### config.mk
export PLATFORM = sky130hd
export DESIGN_NAME = dm_lsu
export DESIGN_NICKNAME = d
export VERILOG_FILES = /design/src/rtl/dm_lsu_pkg.sv /design/src/rtl/dm_lane_align.sv /design/src/rtl/dm_lsu.sv
export SDC_FILE = /design/constraint.sdc
export NUM_CORES = 1
export LEC_CHECK = 0
export ABC_CLOCK_PERIOD_IN_PS = 3250
export CORE_MARGIN = 3
export CORE_UTILIZATION = 48
export CTS_CLUSTER_DIAMETER = 30
export DETAILED_ROUTE_END_ITERATION = 8
export GPL_ROUTABILITY_DRIVEN = 0
export PLACE_DENSITY = 0.81
export SLEW_MARGIN = 5
export SYNTH_ARGS = -nofsm -noshare
export SYNTH_HDL_FRONTEND = slang
export SYNTH_SLANG_ARGS = --single-unit
### constraint.sdc
create_clock -name clk -period 3.25 [get_ports clk]
set_clock_uncertainty 0.2 [all_clocks]
set_input_delay 0.65 -clock clk [delete_from_list [all_inputs] [get_ports clk]]
set_output_delay 0.65 -clock clk [all_outputs]
set_load 0.02 [all_outputs]
### src/rtl/dm_lsu_pkg.sv
// Shared definitions for the data-memory load/store unit: access size codes,
// FSM state encoding, the default error return value and the alignment rule.
package dm_lsu_pkg;

   localparam logic [1:0] SZ_BYTE = 2'b00;
   localparam logic [1:0] SZ_HALF = 2'b01;
   localparam logic [1:0] SZ_WORD = 2'b10;
   localparam logic [1:0] SZ_ILL  = 2'b11;

   typedef enum logic [1:0] {
      ST_IDLE  = 2'd0,
      ST_READ  = 2'd1,
      ST_WRITE = 2'd2,
      ST_RESP  = 2'd3
   } lsu_state_t;

   localparam logic [31:0] ERR_CODE_DEFAULT = 32'hDEAD;

   // A half must sit on an even byte, a word on a multiple of four.
   function automatic logic access_misaligned(input logic [1:0] size, input logic [1:0] off);
      return ((size == SZ_HALF) && off[0]) || ((size == SZ_WORD) && (off != 2'b00));
   endfunction

endpackage

### src/rtl/dm_lane_align.sv
// Little-endian lane steering between a 32-bit DM word and the CPU.
// Load side extracts the addressed byte/half and extends it; store side
// replaces only the addressed lane of the old word.
module dm_lane_align
   import dm_lsu_pkg::*;
(
   input  logic [31:0] word,
   input  logic [31:0] wdata,
   input  logic [1:0]  off,
   input  logic [1:0]  size,
   input  logic        sext,
   output logic [31:0] load_data,
   output logic [31:0] merged
);

   logic [7:0]  byte_lane;
   logic [15:0] half_lane;

   // Select the addressed lanes of the word.
   always_comb begin
      byte_lane = word[7:0];
      case (off)
         2'd0: byte_lane = word[7:0];
         2'd1: byte_lane = word[15:8];
         2'd2: byte_lane = word[23:16];
         2'd3: byte_lane = word[31:24];
         default: byte_lane = word[7:0];
      endcase
      half_lane = off[1] ? word[31:16] : word[15:0];
   end

   // Load result: sub-word lanes are sign- or zero-extended, words pass through.
   always_comb begin
      load_data = word;
      case (size)
         SZ_BYTE: load_data = {{24{sext & byte_lane[7]}}, byte_lane};
         SZ_HALF: load_data = {{16{sext & half_lane[15]}}, half_lane};
         default: load_data = word;
      endcase
   end

   // Store merge: the addressed lane takes the low store data, other lanes keep the old word.
   always_comb begin
      merged = word;
      case (size)
         SZ_BYTE: begin
            case (off)
               2'd0: merged[7:0]   = wdata[7:0];
               2'd1: merged[15:8]  = wdata[7:0];
               2'd2: merged[23:16] = wdata[7:0];
               2'd3: merged[31:24] = wdata[7:0];
               default: merged = word;
            endcase
         end
         SZ_HALF: begin
            if (off[1]) merged[31:16] = wdata[15:0];
            else        merged[15:0]  = wdata[15:0];
         end
         default: merged = wdata;
      endcase
   end

endmodule

### src/rtl/dm_lsu.sv
// Load/store unit: turns CPU byte/half/word accesses into DM word
// transactions. Sub-word stores are done as read-modify-write.
// Handshake: a request is accepted on a clock edge where req and ready are
// both high; ready is high only while idle, and done pulses for one cycle
// when the access completes, with err and rdata valid in that cycle.
module dm_lsu
   import dm_lsu_pkg::*;
#(
   parameter int          DEPTH    = 100,
   parameter logic [31:0] ERR_CODE = ERR_CODE_DEFAULT
)(
   input  logic        clk,
   input  logic        reset,
   input  logic        req,
   input  logic        we,
   input  logic [1:0]  size,
   input  logic        sext,
   input  logic [31:0] addr,
   input  logic [31:0] wdata,
   output logic        ready,
   output logic        done,
   output logic        err,
   output logic [31:0] rdata,
   output logic        dm_memwrite,
   output logic [31:0] dm_addr,
   output logic [31:0] dm_wd,
   input  logic [31:0] dm_rd
);

   localparam logic [29:0] DEPTH_IDX = 30'(DEPTH);

   lsu_state_t  state;
   lsu_state_t  state_next;

   // Fields latched at accept time.
   logic        lat_we;
   logic [1:0]  lat_size;
   logic        lat_sext;
   logic [1:0]  lat_off;
   logic [31:0] lat_wdata;
   logic        err_q;

   logic        req_err;
   logic        word_store;
   logic [31:0] load_data;
   logic [31:0] merged;

   // Request classification on the raw inputs, used at the accept edge.
   always_comb begin
      req_err    = (size == SZ_ILL) || access_misaligned(size, addr[1:0]) ||
                   (addr[31:2] >= DEPTH_IDX);
      word_store = we && (size == SZ_WORD);
   end

   // READ-cycle word from DM goes straight through the lane logic, so the
   // captured result is already extracted (load) or merged (store).
   dm_lane_align u_align (
      .word      (dm_rd),
      .wdata     (lat_wdata),
      .off       (lat_off),
      .size      (lat_size),
      .sext      (lat_sext),
      .load_data (load_data),
      .merged    (merged)
   );

   // State register; reset in any state abandons the access.
   always_ff @(posedge clk) begin
      if (reset) state <= ST_IDLE;
      else       state <= state_next;
   end

   // Next-state and handshake outputs.
   always_comb begin
      state_next  = state;
      ready       = 1'b0;
      done        = 1'b0;
      err         = 1'b0;
      dm_memwrite = 1'b0;
      case (state)
         ST_IDLE: begin
            ready = 1'b1;
            if (req) begin
               if (req_err)         state_next = ST_RESP;
               else if (word_store) state_next = ST_WRITE;
               else                 state_next = ST_READ;
            end
         end
         ST_READ:  state_next = lat_we ? ST_WRITE : ST_RESP;
         ST_WRITE: begin
            // Gated by reset so a reset in this cycle suppresses the write.
            dm_memwrite = ~reset;
            state_next  = ST_RESP;
         end
         ST_RESP: begin
            done       = 1'b1;
            err        = err_q;
            state_next = ST_IDLE;
         end
         default: state_next = ST_IDLE;
      endcase
   end

   // Datapath registers: accept-time latches, DM address/data, load result.
   always_ff @(posedge clk) begin
      if (reset) begin
         lat_we    <= 1'b0;
         lat_size  <= SZ_BYTE;
         lat_sext  <= 1'b0;
         lat_off   <= 2'b00;
         lat_wdata <= 32'h0;
         err_q     <= 1'b0;
         rdata     <= 32'h0;
         dm_addr   <= 32'h0;
         dm_wd     <= 32'h0;
      end else begin
         case (state)
            ST_IDLE: begin
               if (req) begin
                  lat_we    <= we;
                  lat_size  <= size;
                  lat_sext  <= sext;
                  lat_off   <= addr[1:0];
                  lat_wdata <= wdata;
                  err_q     <= req_err;
                  dm_addr   <= {2'b00, addr[31:2]};
                  if (req_err)         rdata <= ERR_CODE;
                  else if (word_store) dm_wd <= wdata;
               end
            end
            ST_READ: begin
               if (lat_we) dm_wd <= merged;
               else        rdata <= load_data;
            end
            default: ;
         endcase
      end
   end

endmodule
Yosys cells after proc, flatten, opt, wreduce, memory -nomap -nowiden. Cells that the tools add are included.

Bitwise logic cells: 3. Multiplexer cells: 28. Order comparisons: 1. Reductions and logical operators: 14. Equal/unequal tests: 16.

Operators with widths (count): case mux 32 bit (2 select lines) (4); 2-to-1 mux 32 bit (7); 2-to-1 mux 16 bit (3); 2-to-1 mux 8 bit (4); case mux 8 bit (4 select lines) (1); greater-or-equal comparator 30 x 7 -> 1 bit, second input constant (1); == test 2 bit, second input constant (6); inequality test 2 bit, second input constant (6); == test 2 x 1 -> 1 bit, second input constant (4); case mux 2 bit (4 select lines) (1); zero test 2 bit (3); 2-to-1 mux 2 bit (3); 2-to-1 mux 1 bit (5); AND reduction 5 bit (1); AND reduction 4 bit (1); nonzero test 2 bit (2); logical AND 1 bit (3); logical OR 1 bit (3); bitwise AND 1 bit (2); AND reduction 2 bit (1); inverter 1 bit (1).

Word-level logic and storage cells: 72. Flip-flop bits (word level): 135. Input bits: 103. Output and inout bits: 100.

Logic depth before layout (Yosys ltp). Gate-level depths: netlist of run 1.

Word-level depth: 8. Mapped depth: 11. Depth with buffers taken out: 7.

By module. Synthesis of run 1 repeated with hierarchy kept, for this count alone.

Cells, all modules: 880. Area, all modules: 6996.7 µm².

Modules (own cells, without submodules): dm_lsu (cells an instance 656, sequential area each 2702.6 µm², times used 1, area each 5378.9 µm²); dm_lane_align (cells an instance 224, sequential area each 0.0 µm², times used 1, area each 1617.8 µm²).

Worst setup path before layout of run 1. Ideal clock, no wire load.

Path type: register -> register. From: register state[0]. To: register dm_wd[14]. Cell stages (with the launch flop): 12. Buffers on the path: 4. Slack: 0.851 ns. Setup time: 0.132 ns. Data required time: 2.918 ns. Arrival: 2.067 ns. Period minus slack after synthesis: 2.399 ns. Path through: dfxtp_1 inv_1 ha_1 buf_2 and2_1 buf_4 a21oi_2 or2_2 buf_4 clkbuf_1 o21ai_0 a21oi_1.

Longest elaborated chain between the ends: 3. Elaborated cells between the ends (all ways): 9. Classes of those cells: eq/ne (5); mux (1); reduce/logical (3).

RTL lines: from (decl) (RTL line dm_lsu.sv:32) `lsu_state_t state;`; from (signal assigned) (RTL line dm_lsu.sv:70) `else state <= state_next;`; == test 2 x 1 -> 1 bit or zero test 2 bit (tied branches) (RTL line dm_lsu.sv:117) `case (state)`; inequality test 2 bit (no line) or nonzero test 2 bit (tied branches); AND reduction 5 bit (no line); to (signal assigned) (RTL line dm_lsu.sv:128) `else if (word_store) dm_wd <= wdata;`; to (signal assigned) (RTL line dm_lsu.sv:132) `if (lat_we) dm_wd <= merged;`; to (decl) (RTL line dm_lsu.sv:26) `output logic [31:0] dm_wd,`.

Parallel ways exist; a longest one is shown, timed or not. A chain may end at the register's enable or synchronous reset.

Final worst setup path of run 1.
From: register state[0]. To: output ready.

Longest elaborated chain between the ends: 2.

RTL lines: zero test 2 bit (RTL line dm_lsu.sv:80) `case (state)`; 2-to-1 mux 1 bit (RTL line dm_lsu.sv:80); to (decl) (RTL line dm_lsu.sv:20) `output logic ready,`.

No other way between the ends.

==> reports/results.ini, run 1 <==
[power]
vdd_ir_drop_max_mv=0.488
intPower_uw=4840
switching_share_pct=39.5
power_frac_seq_pct=29.1
power_switching_uw=3160
pwr-share-clk_pct=25.8
p_per_area_nw_per_um2=844
p_comb_share_pct=45.1
leakagePower_uw=0.00325

[sta]
max_freq_mhz=354
worst_slack_ns=0.423
max_slew.worst_pin.slew_ns=1.08
rsz0062_at_grt=false
min_period_ns=2.83
hold_violations=0
relSlewSlack_pct=27.7
hold_ws_ns=0.252
setup_viol_count_final=0
fin_setup_tns_ns=0
slew_violations=0
period_share_pct=87.0

[hold_path]
holdPathEnd=dm_addr[15]
whs_path_depth=2
hold_start=dm_addr[15]
hold_path_class=reg2reg

[clocking]
cts-root-buf=clkbuf_16
clockBufferDepth=2
cts_tree=yes
hold_buffers=0
htree_levels=4
postCtsSetupBuffers=0
cts_resized=0
clk_latency_ns=0.42
clk_pin_slew_worst_paths_ns=0.06
cts_buffers=17
cts.sinks=135

[logic_synthesis]
avgSynthCellArea_um2=7.91
synth_top_family_by_area=compound AO/OA/AOI/OAI gates
yosys_warnings=0
synth_area_um2=6750
synth.area.mux_share_pct=4.82
ys_seq_area_share_pct=40.0
synth_ff_type=dfxtp_1
synth_edf_count=0
synth_async_sr_flop_share_pct=0
synth_compound_area_share_pct=28.5
synth-seq-cells=135
synthCells=853
ys_types=66
synthSimpleGateAreaFrac_pct=19.7
synth_xor_area_share_pct=0
synth_fa_ha_area_share_pct=0.741

[critical_path]
cpMaxStageDelayCell=clkdlybuf4s50_1
reg2reg_slack_ns=0.47
crit_buf_inv=2
worstSetupPathType=reg2out
critPathLaunchType=flip-flop
reg2reg_depth=7
crit_path_start=state[0]
critPathTopFamily=buffers and inverters
worstPathCellList=inv_1 -> ha_1 -> clkdlybuf4s50_1
r2r_start=state[0]
endpoint_kind=output port
rr_endpoint=dm_wd[21]
critPathMaxFanout=10
slowest_delay_ns=0.70
arrival_ns=1.98
worstPathRequired_ns=2.40

[run]
maxCapViolations=0

[final_layout]
nFillCells=1074
syn_to_final_growth_pct=40.3
drive_above_1_share_pct=8.62
mostFrequentLayoutCells=clkdlybuf4s50_1 (199), nand2_1 (173), dfxtp_1 (135)
final_core_util_pct=70.1
fin_nets=1127
layout_commonest_cell=clkdlybuf4s50_1
antennaDiodeCount=0

[routing]
avgViaCountPerCell=6.04
wl_per_cell_um=19.4
drt-pass1-iter-count=8
drt_iter0_drc=990
vias=7301
wl_mm=23.4
drc=0
final_antenna_net_count=0

[global_route]
met2_usage_pct=45.4
use_met3_pct=7.55
grtUsageTotal_pct=29.1
use_met1_pct=39.3
grt_max_degree=89
first_global_vias=6778
antenna_found_initial=0
grt_pass1_wl_mm=36.6
grt_overflow=0
top_usage_layer=met2

[floorplanning]
core-area_um2=13500
io_pins=203
placementRows=42
die_w_um=125
dieArea_um2=15500
fp.dieH_um=125
start_util_pct=50.0

[run_status]
status=completed

[placement]
io_buffers=200
place_hpwl_mm=16.4
dp_slack_ns=0.148

==> tightest hold or removal path, cell delays in order (launching register included) <==
cell and delay, ns:
dfxtp_1 0.30, nand2_1 0.05, a21oi_1 0.05
==> cell type report <==
cell class / instances / area (um^2) / share of cell area, %
multi-input cells: 627 / 3640 / 38.5
flip-flops and latches: 135 / 2700 / 28.5
clock buffers: 24 / 492 / 5.19
well taps: 176 / 220 / 2.33
inverters: 13 / 48.8 / 0.515
clock inverters: 8 / 143 / 1.51
repair buffers: 226 / 2220 / 23.4
==> cells in the mapped netlist (10+ instances only) <==
library cell	n	area share (%)
nand3_1	33	2.4
o211ai_1	16	1.8
a31oi_1	18	1.7
nor2_1	31	1.7
inv_1	11	0.61
mux2i_1	28	4.2
a311oi_1	15	1.9
buf_2	10	0.74
o21ai_0	66	4.9
nand2_1	174	9.7
nor3_1	10	0.74
and2_1	10	0.93
a21oi_1	118	8.7
clkbuf_1	51	2.8
dfxtp_1	135	40
==> power groups by stage <==
stage / registers (uW) / clock network (uW) / logic [uW]
final: 2330 / 2060 / 3600
after global routing: 2370 / 2150 / 3870
after CTS: 2320 / 2090 / 3590
after detailed placement: 2350 / 0 / 3560
after global placement: 2340 / 0 / 3520
after floorplan: 2630 / 0 / 1920
==> sequential cells by signal (all words and copies together) (netlist names) <==
signal / cells
lat_size: 2
dm_wd: 32
lat_we: 1
dm_addr: 30
err_q: 1
lat_sext: 1
state: 2
rdata: 32
lat_wdata: 32
lat_off: 2
==> cells by family after synthesis <==
family,Yosys count
and+or+nand+nor,289
adders and majority gates,4
buffers and inverters,92
muxes,32
other,1
DFF,135
AOI/OAI and AO/OA,300
==> layer usage <==
layer	up-vias	routed length, um
li1	3415	-
met1	3393	9680
met2	445	10600
met3	48	2500
met4	0	612
met5	-	0
==> per-stage QoR <==
stage / instance area [um^2] / std cells / total power, uW
final: 9470 / 1209 / 8000
after floorplan: 6750 / 854 / 4550
after CTS: 9470 / 1209 / 8000
after global placement: 8830 / 1177 / 5850
after detailed placement: 8830 / 1177 / 5900
after global routing: 9470 / 1209 / 8390
==> worst max path at each step <==
stage          slack [ns]   endpoint  cells past startpoint
5_1_grt              0.37      ready                      3
4_1_cts              0.42      ready                      3
3_3_place_gp         0.20   rdata[1]                      7
2_1_floorplan        0.85  dm_wd[14]                     11
3_5_place_dp         0.15  rdata[11]                      7
6_report             0.42      ready                      3
No activity file was read; power rests on OpenSTA's default activity.
==> run 2: changes to the inputs <==
CORE_MARGIN = 2   (was 3)
==> run 2 against run 1 <==
Clock power about the same. Cell area increased by 0.20%. Sequential power barely moved. Wire length down 3.6%. Final cell count is essentially flat. Die area decreased by 3.2%. Hold slack got worse by 0.0035 ns. Critical path depth unchanged. Global-route usage is 0.82 points higher. Sequential share of layout area shrank 0.056 points. Critical path type unchanged.
==> reports/results.ini, run 2 (synthesis results as in run 1) <==
[placement]
dp_cells=1177  ; unchanged
place_hpwl_mm=15.7  ; was 16.4 mm
io_buffers=200  ; unchanged

[clocking]
htree_levels=4  ; unchanged
postCtsSetupBuffers=0  ; unchanged
clk_pin_slew_worst_paths_ns=0.06  ; about the same
cts-root-buf=clkbuf_16  ; unchanged
clk_latency_ns=0.43  ; was 0.42 ns
cts_tree=yes  ; unchanged
cts.sinks=135  ; unchanged
cts_buffers=17  ; unchanged
clockBufferDepth=2  ; unchanged
hold_buffers=0  ; unchanged
cts_resized=0  ; unchanged

[final_layout]
mostFrequentLayoutCells=clkdlybuf4s50_1 (199), nand2_1 (173), dfxtp_1 (135)  ; unchanged
ff_latch_area_um2=2700  ; unchanged
instances_no_fill=1210  ; was 1,209
nFillCells=1153  ; was 1,074
drive_above_1_share_pct=8.55  ; was 8.62%
fin_nets=1123  ; was 1,127
syn_to_final_growth_pct=40.6  ; was 40.3%
top_regs=dm_wd x32, lat_wdata x32, rdata x32  ; unchanged
layout_commonest_cell=clkdlybuf4s50_1  ; unchanged
multi_input_area_um2=3640  ; unchanged

[global_route]
grtUsageTotal_pct=30.0  ; was 29.1%
first_global_vias=6626  ; was 6,778
grt_overflow=0  ; unchanged
grt_max_degree=95  ; was 89
antenna_found_initial=0  ; unchanged
grt_pass1_wl_mm=34.8  ; was 36.6 mm

[critical_path]
cpMaxStageDelayCell=clkdlybuf4s50_1  ; unchanged
arrival_ns=2.01  ; was 1.98 ns
endpoint_kind=output port  ; unchanged
slowest_delay_ns=0.71  ; was 0.70 ns
critPathMaxFanout=10  ; unchanged
worstSetupPathType=reg2out  ; unchanged
worstPathRequired_ns=2.40  ; about the same
reg2reg_depth=5  ; was 7
worstPathCellList=inv_1 -> ha_1 -> clkdlybuf4s50_1  ; unchanged
critPathLaunchType=flip-flop  ; unchanged

[routing]
wl_mm=22.6  ; was 23.4 mm
drt_iter0_drc=876  ; was 990
wl_per_cell_um=18.7  ; was 19.4 um
final_antenna_net_count=0  ; unchanged
avgViaCountPerCell=6.02  ; was 6.04
drc=0  ; unchanged
drt-pass1-iter-count=5  ; was 8
vias=7287  ; was 7,301

[sta]
max_slew.worst_pin.slew_ns=1.13  ; was 1.08 ns
fin_setup_tns_ns=0  ; unchanged
relSlewSlack_pct=24.3  ; was 27.7%
setup_viol_count_final=0  ; unchanged
slew_violations=0  ; unchanged
period_share_pct=88.1  ; was 87.0%
min_period_ns=2.86  ; was 2.83 ns
max_freq_mhz=349  ; was 354 MHz
rsz0062_at_grt=false  ; unchanged
hold_violations=0  ; unchanged

[floorplanning]
dieArea_um2=15000  ; was 15,500 um^2
core-area_um2=13800  ; was 13,500 um^2
io_pins=203  ; unchanged
die_w_um=123  ; was 125 um
fp.dieH_um=123  ; was 125 um
start_util_pct=48.8  ; was 50.0%
placementRows=43  ; was 42

[run]
maxCapViolations=0  ; unchanged

[hold_path]
whs_path_depth=2  ; unchanged
hold_path_class=reg2reg  ; unchanged

[run_status]
status=completed  ; unchanged

[power]
vdd_ir_drop_max_mv=0.503  ; was 0.488 mV
p_per_area_nw_per_um2=850  ; was 844 nW/um^2
leakagePower_uw=0.00324  ; was 0.00325 uW

==> run 2: cell types whose count changed in the layout (fill, tap and decap cells not counted), sizes merged <==
cell      delta
clkbuf       -6
buf          -4
clkinvlp     +3
inv          +2
clkinv       +1
diode        +1
==> run 2: worst max-delay path, delay by kind of cell, from the launching register on <==
family | cells | cell delay (ns)
fa+ha+maj | 1 | 0.43
buf+inv | 2 | 0.82
flops | 1 | 0.33
==> run 2: layer usage <==
layer  GRT usage, %  part of all wire [%]  wire length (um)
met5              0                     0                 0
met4           10.3                   2.2               486
met3           8.09                    12              2620
met2           46.1                    45             10200
met1           40.5                    41              9310
==> run 2: through the flow <==
step	total power, uW	utilization (%)	hold slack [ns]	cell area, um^2	setup WS (ns)
final	8060	68.6	0.249	9490	0.385
after global routing	8470	68.6	0.266	9490	0.312
after CTS	8050	68.6	0.252	9490	0.381
after detailed placement	5940	64.0	0.245	8850	0.0637
after global placement	5880	64.0	0.238	8850	0.111
after floorplan	4550	-	0.232	6750	0.851
==> run 2: area by class of cell <==
type	instances	share of cell area (%)
timing repair buffer	222	23.5
inverter	13	0.514
sequential	135	28.5
antenna	1	0.0264
multi-input combinational	627	38.4
tap	180	2.37
clock buffer	18	4.63
clock inverter	14	2.10
==> run 2: where the power goes <==
group / switching (uW) / total (uW) / leakage (uW) / internal (uW)
registers: 274 / 2330 / 0.00110 / 2060
clock network: 779 / 2090 / 0.000299 / 1310
logic: 2180 / 3650 / 0.00184 / 1470
==> run 2: worst paths after layout <==
check | from | endpoint | slack (ns)
setup / recovery | state[1] | ready | 0.39
hold / removal | lat_wdata[22] | lat_wdata[22] | 0.25
setup reg to reg | lat_off[1] | rdata[26] | 0.48
hold reg to reg | lat_wdata[22] | lat_wdata[22] | 0.25
